$ cat src/rtl/calc_pkg.sv
// Shared types and sign-magnitude helpers for the calculator arithmetic path.
// Conversions use a fixed MAX_W-wide container; MAG_W must stay below MAX_W.
package calc_pkg;

  localparam int MAX_W = 32;

  typedef enum logic [1:0] {
    OP_ADD = 2'b00,
    OP_MUL = 2'b01,
    OP_SUB = 2'b10,
    OP_DIV = 2'b11
  } opcode_t;

  typedef enum logic {
    ST_IDLE = 1'b0,
    ST_DIV  = 1'b1
  } state_t;

  localparam logic [MAX_W+1:0] ONE_TC = {{(MAX_W+1){1'b0}}, 1'b1};

  // Sign-magnitude to (MAX_W+2)-bit two's complement.
  function automatic logic [MAX_W+1:0] sm_to_tc(input logic sign, input logic [MAX_W-1:0] mag);
    logic [MAX_W+1:0] ext;
    ext = {2'b00, mag};
    return sign ? (~ext + ONE_TC) : ext;
  endfunction

  // Magnitude of a (MAX_W+2)-bit two's complement value; the sign is its MSB.
  function automatic logic [MAX_W+1:0] tc_to_mag(input logic [MAX_W+1:0] tc);
    return tc[MAX_W+1] ? (~tc + ONE_TC) : tc;
  endfunction

endpackage

$ cat src/rtl/seq_divider.sv
// Unsigned restoring divider, one quotient bit per cycle MSB first.
// The first step runs on the start edge, so done pulses exactly W cycles after start.
module seq_divider #(
  parameter int W = 16
) (
  input  logic         clock,
  input  logic         reset,
  input  logic         start,
  input  logic         abort,
  input  logic [W-1:0] dividend,
  input  logic [W-1:0] divisor,
  output logic [W-1:0] quotient,
  output logic         busy,
  output logic         done
);

  localparam int CW = $clog2(W + 1);

  logic [W-1:0]  rem_reg, quo_reg, dvs_reg;
  logic [CW-1:0] count_reg;
  logic          busy_reg, done_reg;

  logic          start_ok;
  logic [W-1:0]  rem_cur, quo_cur, dvs_cur;
  logic [W:0]    shifted;
  logic [W+1:0]  trial;
  logic          fits;
  logic [W-1:0]  rem_next, quo_next;

  assign start_ok = start & ~busy_reg;

  always_comb begin
    rem_cur  = start_ok ? '0 : rem_reg;
    quo_cur  = start_ok ? dividend : quo_reg;
    dvs_cur  = start_ok ? divisor : dvs_reg;
    shifted  = {rem_cur, quo_cur[W-1]};
    trial    = {1'b0, shifted} - {2'b00, dvs_cur};
    fits     = ~trial[W+1];
    rem_next = fits ? trial[W-1:0] : shifted[W-1:0];
    quo_next = {quo_cur[W-2:0], fits};
  end

  always_ff @(posedge clock) begin
    if (reset) begin
      rem_reg   <= '0;
      quo_reg   <= '0;
      dvs_reg   <= '0;
      count_reg <= '0;
      busy_reg  <= 1'b0;
      done_reg  <= 1'b0;
    end else begin
      done_reg <= 1'b0;
      if (abort) begin
        busy_reg <= 1'b0;
      end else if (start_ok) begin
        rem_reg   <= rem_next;
        quo_reg   <= quo_next;
        dvs_reg   <= divisor;
        count_reg <= CW'(W - 1);
        busy_reg  <= 1'b1;
      end else if (busy_reg) begin
        rem_reg <= rem_next;
        quo_reg <= quo_next;
        if (count_reg == CW'(1)) begin
          busy_reg <= 1'b0;
          done_reg <= 1'b1;
        end else begin
          count_reg <= count_reg - CW'(1);
        end
      end
    end
  end

  assign quotient = quo_reg;
  assign busy     = busy_reg;
  assign done     = done_reg;

endmodule

$ cat src/rtl/calc_arith_seq.sv
// Sign-magnitude add/sub/mul in one cycle and divide via seq_divider.
// Overflow and divide-by-zero become visible only while omode (set by eq) holds.
module calc_arith_seq
  import calc_pkg::*;
#(
  parameter int MAG_W = 16
) (
  input  logic           clock,
  input  logic           reset,
  input  logic [MAG_W:0] v1,
  input  logic [MAG_W:0] v2,
  input  logic [1:0]     opcode,
  input  logic           newop,
  input  logic           newhex,
  input  logic           eq,
  output logic [MAG_W:0] answer,
  output logic           ovw_out,
  output logic           busy,
  output logic           done
);

  localparam int PAD = MAX_W - MAG_W;

  opcode_t        op_reg;
  state_t         state_reg;
  logic [MAG_W:0] answer_reg;
  logic           ovw_reg, omode_reg, done_reg;
  logic           div_sign_reg, div_zero_reg;

  logic             sign1, sign2;
  logic [MAG_W-1:0] mag1, mag2;
  logic             key;
  logic             launch;
  logic [MAX_W+1:0] tc1, tc2, tc_res, res_mag;
  logic [2*MAG_W-1:0] prod;
  logic             sc_sign, sc_ovf;
  logic [MAG_W-1:0] sc_mag;
  logic [MAG_W:0]   sc_answer;

  logic             div_start, div_abort, div_busy, div_done;
  logic [MAG_W-1:0] div_quo;

  assign sign1  = v1[MAG_W];
  assign sign2  = v2[MAG_W];
  assign mag1   = v1[MAG_W-1:0];
  assign mag2   = v2[MAG_W-1:0];
  assign key    = newop | newhex;
  assign launch = eq & ~key & (state_reg == ST_IDLE);

  always_comb begin
    tc1     = sm_to_tc(sign1, {{PAD{1'b0}}, mag1});
    tc2     = sm_to_tc(sign2, {{PAD{1'b0}}, mag2});
    tc_res  = (op_reg == OP_SUB) ? (tc2 - tc1) : (tc2 + tc1);
    res_mag = tc_to_mag(tc_res);
    prod    = {{MAG_W{1'b0}}, mag1} * {{MAG_W{1'b0}}, mag2};
    sc_sign = tc_res[MAX_W+1];
    sc_mag  = res_mag[MAG_W-1:0];
    sc_ovf  = |res_mag[MAX_W+1:MAG_W];
    if (op_reg == OP_MUL) begin
      sc_sign = sign1 ^ sign2;
      sc_mag  = prod[MAG_W-1:0];
      sc_ovf  = |prod[2*MAG_W-1:MAG_W];
    end
    // Zero magnitude is always reported with a positive sign.
    sc_answer = sc_ovf ? '0 : {sc_sign & (|sc_mag), sc_mag};
  end

  assign div_start = launch & (op_reg == OP_DIV);
  assign div_abort = key & (state_reg == ST_DIV);

  seq_divider #(.W(MAG_W)) u_div (
    .clock    (clock),
    .reset    (reset),
    .start    (div_start),
    .abort    (div_abort),
    .dividend (mag2),
    .divisor  (mag1),
    .quotient (div_quo),
    .busy     (div_busy),
    .done     (div_done)
  );

  always_ff @(posedge clock) begin
    if (reset) begin
      op_reg       <= OP_ADD;
      state_reg    <= ST_IDLE;
      answer_reg   <= '0;
      ovw_reg      <= 1'b0;
      omode_reg    <= 1'b0;
      done_reg     <= 1'b0;
      div_sign_reg <= 1'b0;
      div_zero_reg <= 1'b0;
    end else begin
      done_reg <= 1'b0;
      if (newop) op_reg <= opcode_t'(opcode);
      if (key) begin
        ovw_reg   <= 1'b0;
        omode_reg <= 1'b0;
        state_reg <= ST_IDLE;
      end else if (launch) begin
        omode_reg <= 1'b1;
        if (op_reg == OP_DIV) begin
          state_reg    <= ST_DIV;
          div_sign_reg <= sign1 ^ sign2;
          div_zero_reg <= (mag1 == '0);
        end else begin
          answer_reg <= sc_answer;
          ovw_reg    <= sc_ovf;
          done_reg   <= 1'b1;
        end
      end else if (state_reg == ST_DIV && div_done) begin
        state_reg <= ST_IDLE;
        done_reg  <= 1'b1;
        ovw_reg   <= div_zero_reg;
        answer_reg <= div_zero_reg ? '0 : {div_sign_reg & (|div_quo), div_quo};
      end
    end
  end

  assign answer  = answer_reg;
  assign ovw_out = ovw_reg & omode_reg;
  assign busy    = (state_reg == ST_DIV);
  assign done    = done_reg;

  logic unused_ok;
  assign unused_ok = div_busy;

endmodule
$ cat config.mk
export PLATFORM = sky130hd
export DESIGN_NAME = calc_arith_seq
export DESIGN_NICKNAME = d
export VERILOG_FILES = /design/src/rtl/calc_pkg.sv /design/src/rtl/seq_divider.sv /design/src/rtl/calc_arith_seq.sv
export SDC_FILE = /design/constraint.sdc
export NUM_CORES = 1
export LEC_CHECK = 0
export ABC_CLOCK_PERIOD_IN_PS = 9800
export BUFFER_PORTS_ARGS = -buffer_cell sky130_fd_sc_hd__buf_2
export CORE_MARGIN = 2
export CORE_UTILIZATION = 60
export DETAILED_ROUTE_END_ITERATION = 6
export PLACE_DENSITY = 0.76
export RECOVER_POWER = 25
export SLEW_MARGIN = 20
export SYNTH_ARGS = -nofsm -noshare
export SYNTH_HDL_FRONTEND = slang
export SYNTH_HIERARCHICAL = 1
export SYNTH_SLANG_ARGS = --single-unit
$ cat constraint.sdc
create_clock -name clock -period 9.8 [get_ports clock]
set_input_delay 0.98 -clock clock [delete_from_list [all_inputs] [get_ports clock]]
set_output_delay 0.98 -clock clock [all_outputs]
set_load 0.01 [all_outputs]
; ---- After elaboration in Yosys (flattened, before gate mapping)
; Index checks and enable logic that the tools add are counted.
[word_totals]
ff_bits = 80
in_bits = 41
out_inout_bits = 20
wordCells = 100
[op_classes]
n_addsub = 7
mul = 1
n_eq_ne = 7
mux = 36
bitwise_logic = 18
reduce_logical = 17
[ops]
columns = op, count
row1 = $mux 16, 9
row2 = $mux 34, 4
row3 = $add 34x1->34 const B, 3
row4 = $mux 17, 5
row5 = $not 16->34, 2
row6 = $reduce_or 16->1, 3
row7 = $add 34x34->34, 1
row8 = $not 34->34, 1
row9 = $sub 34x34->34, 1
row10 = $mul 16x16->32, 1
row11 = $reduce_or 18->1, 1
row12 = $sub 17x16->18, 1
row13 = $logic_not 16->1, 1
row14 = $mux 1, 15
row15 = $mux 5, 3
row16 = $reduce_and 3->1, 3
row17 = $and 1x1->1, 8
row18 = $reduce_and 2->1, 3
row19 = $eq 5x1->1 const B, 1
row20 = $not 1->1, 5
row21 = $sub 5x1->5 const B, 1
row22 = $eq 2x2->1 const B, 2
row23 = $ne 2x1->1 const B, 2
row24 = $reduce_bool 2->1, 2
row25 = 7 further kinds, 8

; ---- Logic depth before layout (Yosys ltp)
[depth]
depth_word = 14
mapped_depth = 29
depth_no_buf = 26

; ---- Hierarchy
; The synthesis kept the hierarchy.
[by_module_without_submodules]
columns = mod, instances, cells_per_inst, area_each_um2, seq_area_each_um2
row1 = calc_arith_seq, 1, 1988, 15368.5, 500.5
row2 = seq_divider, 1, 451, 3560.9, 1101.1

; ---- Worst setup path after synthesis
; Ideal clock, no wire load.
[synth_timing]
path_type = input to register
startpoint = in v1[3]
endpoint = reg answer_reg[1], in the netlist answer[1]
setup_ns = 0.079
t_arrival_ns = 8.425
required_time_ns = 9.721
slack_ns = 1.296
path_stages = 24
n_path_buf = 4
path_cell_list = clkbuf_1 -> clkbuf_1 -> clkbuf_1 -> nand2_1 -> fa_1 -> fa_1 -> fa_1 -> fa_1 -> fa_1 -> fa_1 -> inv_1 -> ha_1 -> nand2_1 -> nor3_1 -> nor3b_1 -> nor2_1 -> or4b_2 -> a21oi_1 -> o2111ai_1 -> a2111o_1 -> a2111oi_2 -> clkbuf_1 -> a221oi_1 -> a211oi_2
[synth_between]
elab_chain_cells = 13
elab_cells_between_ends = 17
cone_classes = add/sub: 4 / mul: 1 / mux: 8 / bitwise: 2 / reduce/logical: 2
[synth_lines]
columns = element, line
row1 = "start, declared", calc_arith_seq.sv:10  ; input logic [MAG_W:0] v1,
row2 = $not 16->34, calc_pkg.sv:25  ; return sign ? (~ext + ONE_TC) : ext;
row3 = $add 34x1->34, calc_pkg.sv:25
row4 = $mux 34, calc_pkg.sv:25
row5 = $add 34x34->34 or $sub 34x34->34 (tied branches), calc_arith_seq.sv:53  ; tc_res = (op_reg == OP_SUB) ? (tc2 - tc1) : (tc2 + tc1);
row6 = $mux 34, calc_arith_seq.sv:53
row7 = $not 34->34, calc_pkg.sv:30  ; return tc[MAX_W+1] ? (~tc + ONE_TC) : tc;
row8 = $add 34x1->34, calc_pkg.sv:30
row9 = $mux 34, calc_pkg.sv:30
row10 = $reduce_or 18->1, calc_arith_seq.sv:58  ; sc_ovf = |res_mag[MAX_W+1:MAG_W];
row11 = $mux 1, calc_arith_seq.sv:59  ; if (op_reg == OP_MUL) begin
row12 = $mux 17 (*), calc_arith_seq.sv:65  ; sc_answer = sc_ovf ? '0 : {sc_sign & (|sc_mag), sc_mag};
row13 = $mux 17 (*), calc_arith_seq.sv:102  ; if (op_reg == OP_DIV) begin
row14 = $mux 17 (*), calc_arith_seq.sv:100  ; end else if (launch) begin
row15 = "end signal, assigned", calc_arith_seq.sv:107  ; answer_reg <= sc_answer;
row16 = "end signal, assigned", calc_arith_seq.sv:115  ; answer_reg <= div_zero_reg ? '0 : {div_sign_reg & (|div_quo), div_quo};
row17 = "end, declared", calc_arith_seq.sv:26  ; logic [MAG_W:0] answer_reg;
; Every way passes the cells marked *; elsewhere a longest branch is shown, timed or not. The select of a mux whose other input is x is not followed.
; A chain may end at the register's enable or synchronous reset.

; ---- Worst setup path in the final report
[layout_timing]
startpoint = in v1[0]
endpoint = reg answer_reg[6], in the netlist answer[6]
; The elaborated chain is that of the path after synthesis.

==> flow_summary.toml <==
[status]
status = "complete, but fails checks"
failed_checks = "max-capacitance violations, max-slew violations"

[timing]
clock.fmax_ghz = 0.116
hold_slack_ns = 0.457
maxSlewViolCount = 75
rsz0062_at_grt = "false"
layout_min_cycle_time_ns = 8.59
tightestPinTransition_ns = 3.70
hold_violations = 0
post-route-period-util_pct = 87.7
setup_viol = 0
setup_slack_ns = 1.21
skew_ns = 0.0146
max_slew_margin_pct = -147
setup_tns_ns = 0

[logic_synthesis]
synth-edff-count = 0
ys_ff_latch = 80
netlist_area_sq_um = 18900
async_flop_share_pct = 0
synth_area_leader_cell = "fa_1"
syn_area_per_cell_sq_um = 7.76
synth_top_area_share_pct = 20.7
synth.most_common_cell = "inv_1"
ys.flop_type = "dfxtp_1"
ys_warn_count = 6
ys_seq_area_share_pct = 8.46
netlist_top_cells_count = "279 x inv_1, 263 x nand2_1, 196 x fa_1"
syn-num-nets = 2832
synth_area_leaders = "fa_1 21%, ha_1 10%, dfxtp_1 8.5%, and2_1 6.4%, inv_1 5.5%"
synth_cell_types = 103
synth_cells = 2439

[setup_path]
critical_path_arrival_ns = 8.81
cpMaxStageDelayCell = "or4b_1"
endpoint_kind = "flip-flop"
cp-startpoint = "v1[0]"
cp.required_ns = 10.01
critPathMaxFanout = 24
critical_path.max_stage_delay_ns = 0.57
startpoint_type = "input port"
r2r_start = "op_reg[0]"
crit_type = "in2reg"

[power]
power_mw = 5.60
p_leak_nw = 8.34
p_per_area_nw_per_um2 = 286
peakVddDrop_mv = 0.551

[floorplan]
rows = 65
initial_core_util_pct = 60.5
die-area_sq_um = 33000
core-area_sq_um = 31300
ios = 61
die_width_microns = 182
die_h_microns = 182

[detailed_routing]
drc = 0
post_drt_wl_per_cell_microns = 21.1
drt_iter0_markers = 1828
vias = 18000
drtPass1Iterations = 6
wl_mm = 58.9
drt-vias-per-instance = 6.43
detail-route-antenna-nets = 0

[global_route]
grt_pass1_wl_mm = 94.0
grt_max_degree = 75
grt_pass1_vias = 17600
grt_overflow_total = 0
globalRouteMet3Util_pct = 8.12
grt_antenna_before_repair = 2
grt-busiest-layer = "met2"
grt.total_usage_pct = 35.7
use_met1_pct = 47.3
use_met2_pct = 56.9

[clock_tree]
clkSlewWorstSetupHoldPaths_ns = 0.06
cts_tree = "built"
clock_path_buffers = 2
clk_latency_ns = 0.35
clock_sinks = 80
numCtsBuffers = 9
cts_setup_buffers = 0
root_buffer = "clkbuf_16"
hold_buffers = 0
post_cts_resized = 0
cts-htree-levels = 3

[layout]
drive_gt1_share_pct = 5.78
nets = 2777
largest_reg_flops = 17
area_growth_pct = 3.34
finalInstanceArea_sq_um = 19600

[worst_hold_path]
min-delay-start = "u_div/dvs_reg[11]"
min_path_type = "reg2reg"

[placement]
portBuffers = 60
finalWeightedCongestion = 0.982
dp_slack_ns = 1.04
dp.final_hpwl_mm = 44.0
postPlaceCellArea_sq_um = 19300

[flow_run]
drv_cap = 1
-- critical path, delay by kind of cell --
family                   cells  cell delay, ns
AO/OA/AOI/OAI                9            2.73
adder cells (fa/ha/maj)      2            0.68
buffers and inverters        3            0.72
AND/OR/NAND/NOR             12            3.65
-- per-layer routing --
layer  vias up  share of wire [%]
met5         -              0.031
li1       8285                  -
met2       861                 44
met4         2                4.3
met1      8658                 41
met3       155                 10
-- final cells by class --
type,instances,area (sq um)
clock buffer,10,229
tap,402,503
sequential,80,1600
fill,2746,11800
inverter,279,1050
timing repair buffer,79,414
multi-input combinational,1935,15700
clock inverter,5,35.0
antenna,2,5.00
-- stage by stage --
stage | util (%) | std cells
2_1_floorplan | - | 2439
3_3_place_gp | 61.7 | 2775
3_5_place_dp | 61.7 | 2775
4_1_cts | 62.5 | 2790
5_1_grt | 62.5 | 2790
6_report | 62.5 | 2792
-- cells by family (layout without fill, tap and decap cells) --
group | Yosys count | count (layout) | share of synthesized area (%)
other | 0 | 2 | 0
XOR/XNOR | 95 | 95 | 4.55
buffers and inverters | 424 | 373 | 8.77
flip-flops | 80 | 80 | 8.46
AO/OA/AOI/OAI | 541 | 541 | 20.2
AND/OR/NAND/NOR | 912 | 912 | 25.0
adder cells (fa/ha/maj) | 353 | 353 | 31.1
multiplexers | 34 | 34 | 1.89
-- final timing paths --
path,endpoint,slack (ns),cells after the start
max,answer[6],1.21,26
min reg2reg,u_div/dvs_reg[11],0.46,2
max reg2reg,answer[6],3.09,18
min,u_div/dvs_reg[11],0.46,2
-- power breakdown --
group	leakage, nW	switching, mW	total, mW	internal, mW
Sequential	0.645	0.00370	0.332	0.329
Clock	0.128	0.139	0.309	0.170
Combinational	7.57	3.12	4.96	1.84
-- cell usage in the layout (no fill, tap or decap), types with 35 or more instances in the layout --
cell type / synthesis / layout
a21oi_1: 129 / 129
and2_1: 195 / 195
buf_2: 3 / 40
dfxtp_1: 80 / 80
fa_1: 196 / 196
ha_1: 156 / 156
inv_1: 279 / 279
nand2_1: 263 / 263
nand3_1: 36 / 36
nand4_1: 36 / 36
nor2_1: 154 / 152
nor3_1: 40 / 39
o21ai_0: 87 / 87
xnor2_1: 58 / 58
xor2_1: 35 / 35
No activity file was read; power rests on OpenSTA's default activity.
